==> src/rtl/prog_loader_pkg.sv <==
// Shared loader definitions: state encodings and stream framing constants.
// Latency: n/a (declarations only).
// Backpressure: n/a.
package prog_loader_pkg;

  typedef enum logic [2:0] {
    HDR_LO = 3'd0,
    HDR_HI = 3'd1,
    DATA   = 3'd2,
    CSUM   = 3'd3,
    DONE   = 3'd4,
    ERROR  = 3'd5
  } ld_state_t;

  localparam int BYTES_PER_WORD = 4;
  localparam int HDR_BYTES      = 2;

  // States in which the loader is still consuming stream bytes.
  function automatic logic is_loading(input ld_state_t s);
    return (s == HDR_LO) || (s == HDR_HI) || (s == DATA) || (s == CSUM);
  endfunction

endpackage

==> src/rtl/prog_loader_byte_packer.sv <==
// Packs bytes little-endian into 32-bit words (first byte lands in [7:0]).
// Latency: word_vld/word_dat registered, one cycle after the 4th byte.
// Backpressure: none; accepts a byte whenever byte_vld is high.
module byte_packer
  import prog_loader_pkg::*;
(
  input  logic        clk,
  input  logic        reset,
  input  logic        clear,
  input  logic        byte_vld,
  input  logic [7:0]  byte_dat,
  output logic        last_byte,
  output logic        word_vld,
  output logic [31:0] word_dat
);

  logic [1:0]  cnt;
  logic [23:0] shreg;

  // Next accepted byte completes the current word.
  assign last_byte = (cnt == 2'(BYTES_PER_WORD - 1));

  // Shift bytes in from the top so the oldest byte ends at the bottom.
  always_ff @(posedge clk) begin
    if (reset) begin
      cnt      <= '0;
      shreg    <= '0;
      word_vld <= 1'b0;
      word_dat <= '0;
    end else if (clear) begin
      cnt      <= '0;
      shreg    <= '0;
      word_vld <= 1'b0;
    end else begin
      word_vld <= 1'b0;
      if (byte_vld) begin
        if (last_byte) begin
          word_dat <= {byte_dat, shreg};
          word_vld <= 1'b1;
          shreg    <= '0;
          cnt      <= '0;
        end else begin
          shreg <= {byte_dat, shreg[23:8]};
          cnt   <= cnt + 2'd1;
        end
      end
    end
  end

endmodule

==> src/rtl/prog_loader.sv <==
// Loads a framed, XOR-checked image into program memory and gates CPU reset.
// Latency: memory write one cycle after each word's 4th byte; status on the accepting edge.
// Backpressure: rx_ready high while loading, low once the image is done or rejected.
module prog_loader
  import prog_loader_pkg::*;
#(
  parameter int ADDR_WIDTH = 10,
  parameter int BASE_ADDR  = 0
) (
  input  logic                  clk,
  input  logic                  reset,
  input  logic [7:0]            rx_data,
  input  logic                  rx_valid,
  output logic                  rx_ready,
  output logic                  mem_we,
  output logic [ADDR_WIDTH-1:0] mem_addr,
  output logic [31:0]           mem_wdata,
  output logic                  cpu_reset,
  output logic                  load_done,
  output logic                  load_error
);

  localparam int CW = ADDR_WIDTH + 1;

  ld_state_t     state, state_nxt;
  logic [7:0]    hdr_lo;
  logic [7:0]    csum;
  logic [CW-1:0] n_words;
  logic [CW-1:0] word_idx;
  logic [15:0]   hdr_n;
  logic          accept;
  logic          hdr_bad;
  logic          last_word;
  logic          pk_last;
  logic          pk_vld;
  logic [31:0]   pk_word;

  assign accept    = rx_valid && rx_ready;
  assign hdr_n     = {rx_data, hdr_lo};
  // Zero-length or overflowing images are rejected so the address never wraps.
  assign hdr_bad   = (hdr_n == 16'd0) ||
                     ((32'(hdr_n) + 32'(BASE_ADDR)) > (32'd1 << ADDR_WIDTH));
  assign last_word = (word_idx == (n_words - CW'(1)));

  byte_packer u_packer (
    .clk       (clk),
    .reset     (reset),
    .clear     (state != DATA),
    .byte_vld  (accept && (state == DATA)),
    .byte_dat  (rx_data),
    .last_byte (pk_last),
    .word_vld  (pk_vld),
    .word_dat  (pk_word)
  );

  assign mem_we    = pk_vld;
  assign mem_wdata = pk_word;

  // State register.
  always_ff @(posedge clk) begin
    if (reset) state <= HDR_LO;
    else       state <= state_nxt;
  end

  // Next-state: advance only on an accepted byte.
  always_comb begin
    state_nxt = state;
    case (state)
      HDR_LO: if (accept) state_nxt = HDR_HI;
      HDR_HI: if (accept) state_nxt = hdr_bad ? ERROR : DATA;
      DATA:   if (accept && pk_last && last_word) state_nxt = CSUM;
      CSUM:   if (accept) state_nxt = (rx_data == csum) ? DONE : ERROR;
      DONE:   state_nxt = DONE;
      ERROR:  state_nxt = ERROR;
      default: state_nxt = ERROR;
    endcase
  end

  // Header capture, running XOR, word index and write address.
  always_ff @(posedge clk) begin
    if (reset) begin
      hdr_lo   <= '0;
      csum     <= '0;
      n_words  <= '0;
      word_idx <= '0;
      mem_addr <= '0;
    end else if (accept) begin
      case (state)
        HDR_LO: hdr_lo  <= rx_data;
        HDR_HI: n_words <= CW'(hdr_n);
        DATA: begin
          csum <= csum ^ rx_data;
          if (pk_last) begin
            mem_addr <= ADDR_WIDTH'(BASE_ADDR) + word_idx[ADDR_WIDTH-1:0];
            word_idx <= word_idx + CW'(1);
          end
        end
        default: ;
      endcase
    end
  end

  // Status outputs follow the next state so cpu_reset and load_done move together.
  always_ff @(posedge clk) begin
    if (reset) begin
      rx_ready   <= 1'b0;
      cpu_reset  <= 1'b1;
      load_done  <= 1'b0;
      load_error <= 1'b0;
    end else begin
      rx_ready   <= is_loading(state_nxt);
      cpu_reset  <= (state_nxt != DONE);
      load_done  <= (state_nxt == DONE);
      load_error <= (state_nxt == ERROR);
    end
  end

endmodule
==> config.mk <==
export PLATFORM = sky130hd
export DESIGN_NAME = prog_loader
export DESIGN_NICKNAME = d
export VERILOG_FILES = /design/src/rtl/prog_loader_pkg.sv /design/src/rtl/prog_loader_byte_packer.sv /design/src/rtl/prog_loader.sv
export SDC_FILE = /design/constraint.sdc
export NUM_CORES = 1
export LEC_CHECK = 0
export BUFFER_PORTS_ARGS = -buffer_cell sky130_fd_sc_hd__buf_2
export CAP_MARGIN = 20
export CORE_UTILIZATION = 30
export DETAILED_ROUTE_END_ITERATION = 8
export GPL_TIMING_DRIVEN = 0
export SKIP_CTS_REPAIR_TIMING = 1
export SLEW_MARGIN = 20
export SYNTH_ARGS = -nofsm -noshare
export SYNTH_HDL_FRONTEND = slang
export SYNTH_HIERARCHICAL = 1
export SYNTH_SLANG_ARGS = --single-unit
export TNS_END_PERCENT = 30
==> constraint.sdc <==
create_clock -name clk -period 1.84 [get_ports clk]
set_input_delay 0.46 -clock clk [delete_from_list [all_inputs] [get_ports clk]]
set_output_delay 0.46 -clock clk [all_outputs]
set_load 0.02 [all_outputs]
==> metrics.txt, run 1 <==
# TYPE chip_impl_metric gauge
chip_impl_info{name="run_status",value="complete, but fails checks"} 1
chip_impl_info{name="failed_checks",value="setup timing"} 1
chip_impl_metric{name="setup-violations-final",unit=""} 42
chip_impl_metric{name="tritoncts.num_buffers",unit=""} 17
chip_impl_metric{name="antenna_found_initial",unit=""} 0
chip_impl_metric{name="design.core.area",unit="um^2"} 16520
chip_impl_metric{name="timing.final.max_slew_violations",unit=""} 0
chip_impl_metric{name="maxCapViolations",unit=""} 0
chip_impl_metric{name="drtPass1Iterations",unit=""} 4
chip_impl_info{name="worst-setup-path-type",value="reg -> reg"} 1
chip_impl_metric{name="width_of_the_die",unit="um"} 132.1
chip_impl_metric{name="die_area",unit="um^2"} 17440
chip_impl_metric{name="syn-instance-count",unit=""} 544
chip_impl_metric{name="yosysUniqueCellTypes",unit=""} 48
chip_impl_metric{name="antennaDiodeCount",unit=""} 0
chip_impl_metric{name="drc_errors",unit=""} 0
chip_impl_info{name="worst_setup_path_start_kind",value="flip-flop"} 1
chip_impl_metric{name="placementRows",unit=""} 47
chip_impl_metric{name="period_share",unit=""} 1.134
chip_impl_metric{name="synthDominantCellAreaShare",unit=""} 0.4497
chip_impl_metric{name="fin_cells",unit=""} 862
chip_impl_metric{name="timing.fmax",unit="MHz"} 479.4
chip_impl_metric{name="post_drt_wl_per_cell",unit="um"} 13.92
chip_impl_metric{name="final.setup.tns",unit="ps"} -3260
chip_impl_metric{name="hold_viol_final",unit=""} 0
chip_impl_metric{name="dpl.cell_count",unit=""} 821
chip_impl_metric{name="cts_num_sinks",unit=""} 114
chip_impl_metric{name="synth_area",unit="um^2"} 5075
chip_impl_metric{name="finalClockSkew",unit="ps"} 8.659
chip_impl_metric{name="max-slew-margin-rel",unit=""} 0.6093
chip_impl_metric{name="layout_area_growth_over_synthesis",unit="%"} 27.17
chip_impl_metric{name="routabilityCongestion",unit=""} 0.7875
chip_impl_metric{name="reg2reg_setup_slack",unit="ps"} -250
chip_impl_metric{name="yosysSeqAreaShare",unit=""} 0.4497
chip_impl_metric{name="detailroute.via_count",unit=""} 3979
chip_impl_metric{name="synthesized_nets",unit=""} 558
chip_impl_metric{name="place_ws",unit="ps"} -407.9
chip_impl_info{name="synthTopCellsByArea",value="sky130_fd_sc_hd__dfxtp_1, sky130_fd_sc_hd__nand2b_1, sky130_fd_sc_hd__mux2i_1"} 1
chip_impl_metric{name="hold_ws",unit="ps"} 369.5
chip_impl_info{name="crit_path_end_kind",value="flip-flop"} 1
chip_impl_metric{name="power.leakage",unit="nW"} 2.422
chip_impl_metric{name="worst_ir_drop_vdd",unit="mV"} 0.6512
chip_impl_metric{name="grt-ovfl-total",unit=""} 0
chip_impl_metric{name="clk_path_buf_depth",unit=""} 2
chip_impl_metric{name="grt_pass1_vias",unit=""} 4027
chip_impl_metric{name="latest_clock_arrival_within_the_worst_skew_pair",unit="ps"} 420
chip_impl_metric{name="route.final.wire_length",unit="mm"} 12.00
chip_impl_metric{name="grt_start_max_net_pins",unit=""} 17
chip_impl_metric{name="initial_utilization",unit=""} 0.3071
chip_impl_metric{name="grt_first_pass_wirelength",unit="mm"} 19.60
chip_impl_metric{name="dr.first_iter.drc_count",unit=""} 183
chip_impl_metric{name="detailed_place_hpwl",unit="mm"} 8.623
chip_impl_info{name="rsz0062_at_grt",value="true"} 1
chip_impl_info{name="cts_root_buffer",value="sky130_fd_sc_hd__clkbuf_16"} 1
chip_impl_metric{name="timing_worst_slew_pin_value",unit="ps"} 584.3
chip_impl_metric{name="yosys_warnings",unit=""} 6
chip_impl_metric{name="critical_path.max_fanout",unit=""} 6
chip_impl_metric{name="min_period",unit="ps"} 2086
chip_impl_info{name="hp-class",value="in -> reg"} 1
chip_impl_metric{name="number_of_routed_nets_with_antenna_violations",unit=""} 0
chip_impl_metric{name="post-layout-total-power",unit="mW"} 6.149
chip_impl_info{name="yosysTopAreaCell",value="sky130_fd_sc_hd__dfxtp_1"} 1
chip_impl_metric{name="clkTransAtPathRegs",unit="ps"} 50
chip_impl_info{name="cts_tree",value="done"} 1
chip_impl_metric{name="port_buffers",unit=""} 57
chip_impl_metric{name="design.final.nets",unit=""} 643
chip_impl_metric{name="finalWorstSetupSlack",unit="ps"} -246.1
chip_impl_metric{name="routed_via_density",unit=""} 4.616
chip_impl_metric{name="filler_cell_count",unit=""} 1648
chip_impl_metric{name="synth.ff_latch_count",unit=""} 114
chip_impl_metric{name="synth.avg_cell_area",unit="um^2"} 9.329
chip_impl_metric{name="h_tree_levels",unit=""} 4
chip_impl_metric{name="critical_path_arrival",unit="ps"} 2380
chip_impl_metric{name="power_density",unit="nW/um^2"} 952.9
chip_impl_metric{name="grt_usage",unit=""} 0.1452
chip_impl_metric{name="drive_gt1_frac",unit=""} 0.2150
chip_impl_metric{name="io_pins",unit=""} 58
chip_impl_metric{name="required_worst_endpoint",unit="ps"} 2130
chip_impl_metric{name="dieHeight",unit="um"} 132.1
## synth_stat cells (all sizes together)
cell,n
dfxtp,114
nand2b,90
mux2i,53
nor2,45
nand2,42
a21oi,40
xor2,28
clkbuf,25
nand3b,25
xnor2,12
buf,9
nand3,6
nor3,6
nor4,6
inv,4
nand4,4
and3,3
ha,3
nor2b,3
or3b,3
nor4b,2
o21ai,2
o21ba,2
a211o,1
a211oi,1
a21boi,1
a221oi,1
a311o,1
a311oi,1
a41oi,1
and3b,1
and4,1
nor3b,1
o2111ai,1
o21a,1
o22ai,1
o41ai,1
or2,1
or3,1
or4,1
## worst max-delay path: stages (launching register included)
cell and delay, ps:
sky130_fd_sc_hd__dfxtp_1 380, sky130_fd_sc_hd__nor4_2 380, sky130_fd_sc_hd__nand3_1 230, sky130_fd_sc_hd__xnor2_1 280
sky130_fd_sc_hd__o22ai_1 150, sky130_fd_sc_hd__o2111ai_2 310, sky130_fd_sc_hd__buf_4 170, sky130_fd_sc_hd__nand3_1 70
## per-stage QoR
stage               instance area [um^2]    util
global placement                    5640  0.3413
CTS                                 6265  0.3791
finish                              6454  0.3906
global route                        6454  0.3906
floorplan                           5080       -
detailed placement                  5640  0.3413
## registers in the layout, summed over array words and instances (netlist names)
register           flops
u_packer/word_dat     32
u_packer/shreg        24
n_words               11
word_idx              11
mem_addr              10
csum                   8
hdr_lo                 8
state                  3
u_packer/cnt           2
cpu_reset              1
load_done              1
load_error             1
rx_ready               1
u_packer/word_vld      1
## cell families after synthesis
| logic type | count (synthesis) | synth area share |
|---|---|---|
| simple gates | 241 | 0.2695 |
| flops | 114 | 0.4497 |
| compound gates | 55 | 0.06337 |
| mux | 53 | 0.1045 |
| xor+xnor | 40 | 0.06903 |
| buf+inv | 38 | 0.03649 |
| fa+ha+maj | 3 | 0.007397 |
## cells in the final DEF (no fill, tap or decap), types with 12 or more instances in the layout
cell / n
sky130_fd_sc_hd__xnor2_1: 12
sky130_fd_sc_hd__dfxtp_1: 109
sky130_fd_sc_hd__mux2i_1: 51
sky130_fd_sc_hd__xor2_1: 28
sky130_fd_sc_hd__nand3b_1: 25
sky130_fd_sc_hd__buf_2: 61
sky130_fd_sc_hd__nor2_1: 44
sky130_fd_sc_hd__clkbuf_16: 17
sky130_fd_sc_hd__clkbuf_1: 22
sky130_fd_sc_hd__a21oi_1: 40
sky130_fd_sc_hd__nand2b_1: 90
sky130_fd_sc_hd__nand2_1: 41
## layer usage
metal | vias to the layer above | GRT usage | wire [um] | share of wire
li1 | 1999 | - | - | -
met1 | 1888 | 0.1736 | 5514 | 0.46
met2 | 75 | 0.2372 | 5799 | 0.48
met3 | 17 | 0.04575 | 461 | 0.038
met4 | 0 | 0.06718 | 227 | 0.019
met5 | - | 0 | 0 | 0
## final timing paths
path / startpoint / endpoint / cells after the start
worst max-delay path: n_words[2] / cpu_reset / 7
worst min-delay path: rx_data[4] / u_packer/word_dat[28] / 3
worst max register to register: n_words[2] / cpu_reset / 7
worst min register to register: mem_addr[0] / mem_addr[0] / 2
## area by class of cell
| class | count | area (um^2) | share of cell area |
|---|---|---|---|
| Multi-Input combinational cell | 392 | 2691 | 0.4170 |
| Sequential cell | 114 | 2293 | 0.3554 |
| Clock buffer | 23 | 498.0 | 0.07716 |
| Timing Repair Buffer | 67 | 360.3 | 0.05584 |
| Tap cell | 220 | 275.3 | 0.04265 |
| Buffer | 33 | 193.9 | 0.03005 |
| Clock inverter | 9 | 126.4 | 0.01958 |
| Inverter | 4 | 15.01 | 0.002326 |
## report_power, final
group / internal (mW) / total [mW] / leakage [nW] / switching [mW]
Combinational: 0.0872 / 0.210 / 1.19 / 0.123
Sequential: 2.49 / 2.51 / 0.923 / 0.0200
Clock: 2.30 / 3.43 / 0.309 / 1.13
No activity file was read; power rests on OpenSTA's default activity.
==> run 2: changes to the inputs <==
--- a/config.mk
+++ b/config.mk
@@ -5,6 +5,7 @@
 export SDC_FILE = /design/constraint.sdc
 export NUM_CORES = 1
 export LEC_CHECK = 0
+export ABC_AREA = 1
 export BUFFER_PORTS_ARGS = -buffer_cell sky130_fd_sc_hd__buf_2
 export CAP_MARGIN = 20
 export CORE_UTILIZATION = 30
==> metrics.txt, run 2 <==
# TYPE chip_impl_metric gauge
chip_impl_info{name="timing.critical_path.to",value="u_packer/word_dat[30]"} 1
chip_impl_metric{name="yosysUniqueCellTypes",unit=""} 30
chip_impl_metric{name="dieHeight",unit="um"} 130.4
chip_impl_metric{name="worst-path-buf-inv",unit=""} 4
chip_impl_metric{name="reg2reg_setup_slack",unit="ps"} 120
chip_impl_metric{name="postLayoutCellArea",unit="um^2"} 6218
chip_impl_metric{name="tritoncts.num_buffers",unit=""} 17
chip_impl_metric{name="post_drt_wl_per_cell",unit="um"} 12.14
chip_impl_metric{name="drive_gt1_frac",unit=""} 0.1815
chip_impl_metric{name="io_pins",unit=""} 58
chip_impl_info{name="r2r-start",value="state[2]"} 1
chip_impl_info{name="synth_commonest_cells",value="sky130_fd_sc_hd__nand2_1, sky130_fd_sc_hd__nor2_1, sky130_fd_sc_hd__dfxtp_1, sky130_fd_sc_hd__a21oi_1, sky130_fd_sc_hd__inv_1"} 1
chip_impl_info{name="yosysTopAreaCell",value="sky130_fd_sc_hd__dfxtp_1"} 1
chip_impl_info{name="worst_r2r_endpoint",value="u_packer/word_dat[30]"} 1
chip_impl_metric{name="grt-ovfl-total",unit=""} 0
chip_impl_metric{name="critical_path.max_fanout",unit=""} 13
chip_impl_metric{name="power.leakage",unit="nW"} 2.890
chip_impl_info{name="critical_path.slowest_cell",value="sky130_fd_sc_hd__dfxtp_1"} 1
chip_impl_info{name="hp-class",value="in -> reg"} 1
chip_impl_metric{name="initial_utilization",unit=""} 0.3091
chip_impl_metric{name="critical_path_arrival",unit="ps"} 2030
chip_impl_info{name="synthTopCellsByArea",value="sky130_fd_sc_hd__dfxtp_1, sky130_fd_sc_hd__nand2_1, sky130_fd_sc_hd__nor2_1"} 1
chip_impl_metric{name="drc_errors",unit=""} 0
chip_impl_info{name="final_common_cell",value="sky130_fd_sc_hd__nand2_1"} 1
chip_impl_metric{name="synthesized_nets",unit=""} 710
chip_impl_metric{name="clkTransAtPathRegs",unit="ps"} 50
chip_impl_metric{name="latest_clock_arrival_within_the_worst_skew_pair",unit="ps"} 420
chip_impl_metric{name="antennaDiodeCount",unit=""} 0
chip_impl_metric{name="timing.fmax",unit="MHz"} 581.3
chip_impl_metric{name="route.final.wire_length",unit="mm"} 12.19
chip_impl_metric{name="design.final.nets",unit=""} 789
chip_impl_metric{name="synth_area",unit="um^2"} 4946
chip_impl_metric{name="timing.final.max_slew_violations",unit=""} 0
chip_impl_metric{name="power_density",unit="nW/um^2"} 1015
chip_impl_metric{name="placementRows",unit=""} 46
chip_impl_metric{name="hold_ws",unit="ps"} 282.6
chip_impl_metric{name="design.core.area",unit="um^2"} 16000
chip_impl_info{name="yosys_most_used_dff",value="sky130_fd_sc_hd__dfxtp_1"} 1
chip_impl_metric{name="detailroute.via_count",unit=""} 4421
chip_impl_metric{name="cts_num_sinks",unit=""} 114
chip_impl_info{name="crit_top_cell",value="sky130_fd_sc_hd__buf_6"} 1
chip_impl_metric{name="setup-violations-final",unit=""} 0
chip_impl_metric{name="post_dp_cell_area",unit="um^2"} 5502
chip_impl_metric{name="grt_usage",unit=""} 0.1540
chip_impl_info{name="rsz0062_at_grt",value="false"} 1
chip_impl_metric{name="worst_r2r_path_depth",unit=""} 9
chip_impl_metric{name="critical_path_cell_count",unit=""} 9
chip_impl_info{name="run_status",value="finished, final reports clean"} 1
chip_impl_metric{name="timing_worst_slew_pin_value",unit="ps"} 552.6
chip_impl_metric{name="largest_register_ffs",unit=""} 32
chip_impl_metric{name="worst_ir_drop_vdd",unit="mV"} 0.6005
chip_impl_metric{name="grt_start_max_net_pins",unit=""} 17
chip_impl_metric{name="h_tree_levels",unit=""} 4
chip_impl_metric{name="period_share",unit=""} 0.9349
chip_impl_info{name="startpoint",value="state[2]"} 1
chip_impl_info{name="timing.critical_path.max_delay_family",value="buffers and inverters"} 1
chip_impl_metric{name="routed_via_density",unit=""} 4.403
chip_impl_info{name="layout.cells.most_common_list",value="sky130_fd_sc_hd__nand2_1, sky130_fd_sc_hd__nor2_1, sky130_fd_sc_hd__dfxtp_1"} 1
chip_impl_info{name="cell_by_cell_listing_of_the_critical_path",value="inv_2, nand3_4, nor2_4, buf_6, nand3_1, buf_6, buf_2, nor2_2, nor2_1"} 1
chip_impl_metric{name="grt_first_pass_wirelength",unit="mm"} 19.87
chip_impl_metric{name="synth-edff-count",unit=""} 0
chip_impl_metric{name="drtPass1Iterations",unit=""} 4
chip_impl_metric{name="synth.avg_cell_area",unit="um^2"} 7.106
chip_impl_info{name="layout_top_registers",value="u_packer/word_dat x32, u_packer/shreg x24"} 1
chip_impl_metric{name="die_area",unit="um^2"} 17000
chip_impl_metric{name="min_period",unit="ps"} 1720
chip_impl_metric{name="detailed_place_hpwl",unit="mm"} 8.830
chip_impl_info{name="most_repeated_cell_in_the_gate_level_netlist_after_synthesis",value="sky130_fd_sc_hd__nand2_1"} 1
chip_impl_metric{name="max-slew-margin-rel",unit=""} 0.6316
chip_impl_metric{name="synth_async_sr_flop_share",unit=""} 0
chip_impl_metric{name="yosys_warnings",unit=""} 6
chip_impl_metric{name="dr.first_iter.drc_count",unit=""} 253
chip_impl_metric{name="finalClockSkew",unit="ps"} 5.662
chip_impl_metric{name="clk_path_buf_depth",unit=""} 2
chip_impl_info{name="worst_setup_path_start_kind",value="flip-flop"} 1
chip_impl_metric{name="number_of_routed_nets_with_antenna_violations",unit=""} 0
chip_impl_metric{name="antenna_found_initial",unit=""} 0
chip_impl_metric{name="syn-instance-count",unit=""} 696
chip_impl_metric{name="required_worst_endpoint",unit="ps"} 2150
chip_impl_info{name="registers.top_by_ff_count",value="u_packer/word_dat"} 1
chip_impl_metric{name="layout_area_growth_over_synthesis",unit="%"} 25.73
chip_impl_info{name="crit_path_end_kind",value="flip-flop"} 1
chip_impl_metric{name="width_of_the_die",unit="um"} 130.4
chip_impl_info{name="cts_tree",value="done"} 1
chip_impl_metric{name="hold_viol_final",unit=""} 0
chip_impl_metric{name="synthDominantCellAreaShare",unit=""} 0.4614
chip_impl_metric{name="maxCapViolations",unit=""} 0
chip_impl_info{name="cts_root_buffer",value="sky130_fd_sc_hd__clkbuf_16"} 1
chip_impl_metric{name="routabilityCongestion",unit=""} 0.8345
chip_impl_metric{name="slowest_cell_delay_on_critical_path",unit="ps"} 330
chip_impl_metric{name="port_buffers",unit=""} 57
chip_impl_info{name="worst-setup-path-type",value="reg -> reg"} 1
chip_impl_metric{name="grt_pass1_vias",unit=""} 4050
chip_impl_metric{name="yosysSeqAreaShare",unit=""} 0.4614
chip_impl_metric{name="synth.ff_latch_count",unit=""} 114
-- run 2: cell types whose count changed after synthesis, sizes merged, moves of 40 or more --
cell,previous run,this run
mux2i,53,0
nand2,42,190
o21ai,2,42
nand2b,90,0
inv,4,71
nor2,45,129
-- run 2: cell families (layout without fill, tap and decap cells) --
group,count (synthesis),count (layout),share of synthesized area
compound gates,107,107,0.1085
xor+xnor,17,17,0.03011
fa+ha+maj,3,3,0.007590
buf+inv,99,191,0.08677
flops,114,114,0.4614
simple gates,356,356,0.3056
-- run 2: cell type report --
type | count | area [um^2]
Sequential cell | 114 | 2286
Buffer | 27 | 163.9
Timing Repair Buffer | 60 | 307.8
Multi-Input combinational cell | 483 | 2297
Clock inverter | 9 | 153.9
Tap cell | 216 | 270.3
Clock buffer | 23 | 467.9
Inverter | 72 | 271.5
Fill cell | 1739 | 9782
-- run 2: metal layers --
layer | global-route usage | routed length [um] | vias to the layer above
li1 | - | - | 2336
met1 | 0.1890 | 5624 | 1998
met2 | 0.2547 | 5898 | 79
met3 | 0.04967 | 584 | 8
met4 | 0.05139 | 84 | 0
met5 | 0 | 0 | -
-- run 2: worst min path at each step --
stage	from	to	slack, ps	cells past startpoint
detailed placement	u_packer/shreg[5]	u_packer/shreg[5]	460	2
global placement	mem_addr[2]	mem_addr[2]	450	2
finish	reset	u_packer/word_vld	280	2
global route	reset	u_packer/word_vld	270	2
CTS	reset	u_packer/word_vld	270	2
floorplan	u_packer/cnt[1]	u_packer/cnt[1]	440	2
-- run 2: per-stage QoR --
stage / setup slack (ps) / cells / setup TNS, ps / total power [mW] / util
floorplan: 176.4 / 696 / 0 / 2.789 / -
global placement: -399.9 / 969 / -12090 / 2.878 / 0.3438
detailed placement: -413.7 / 969 / -12610 / 2.882 / 0.3438
CTS: -282.5 / 1001 / -5628 / 6.381 / 0.3827
global route: 6.598 / 1004 / 0 / 6.536 / 0.3886
finish: 119.7 / 1004 / 0 / 6.309 / 0.3886
-- run 2: worst register-to-register path: stages, from the launching register on --
cell and delay [ps]:
sky130_fd_sc_hd__dfxtp_1 330, sky130_fd_sc_hd__inv_2 110, sky130_fd_sc_hd__nand3_4 130, sky130_fd_sc_hd__nor2_4 170, sky130_fd_sc_hd__buf_6 170, sky130_fd_sc_hd__nand3_1 130
sky130_fd_sc_hd__buf_6 170, sky130_fd_sc_hd__buf_2 200, sky130_fd_sc_hd__nor2_2 150, sky130_fd_sc_hd__nor2_1 60
-- run 2: power breakdown --
part | internal [mW] | switching (mW)
logic | 0.107 | 0.211
registers | 2.50 | 0.0257
clock network | 2.33 | 1.13
total | 4.94 | 1.37
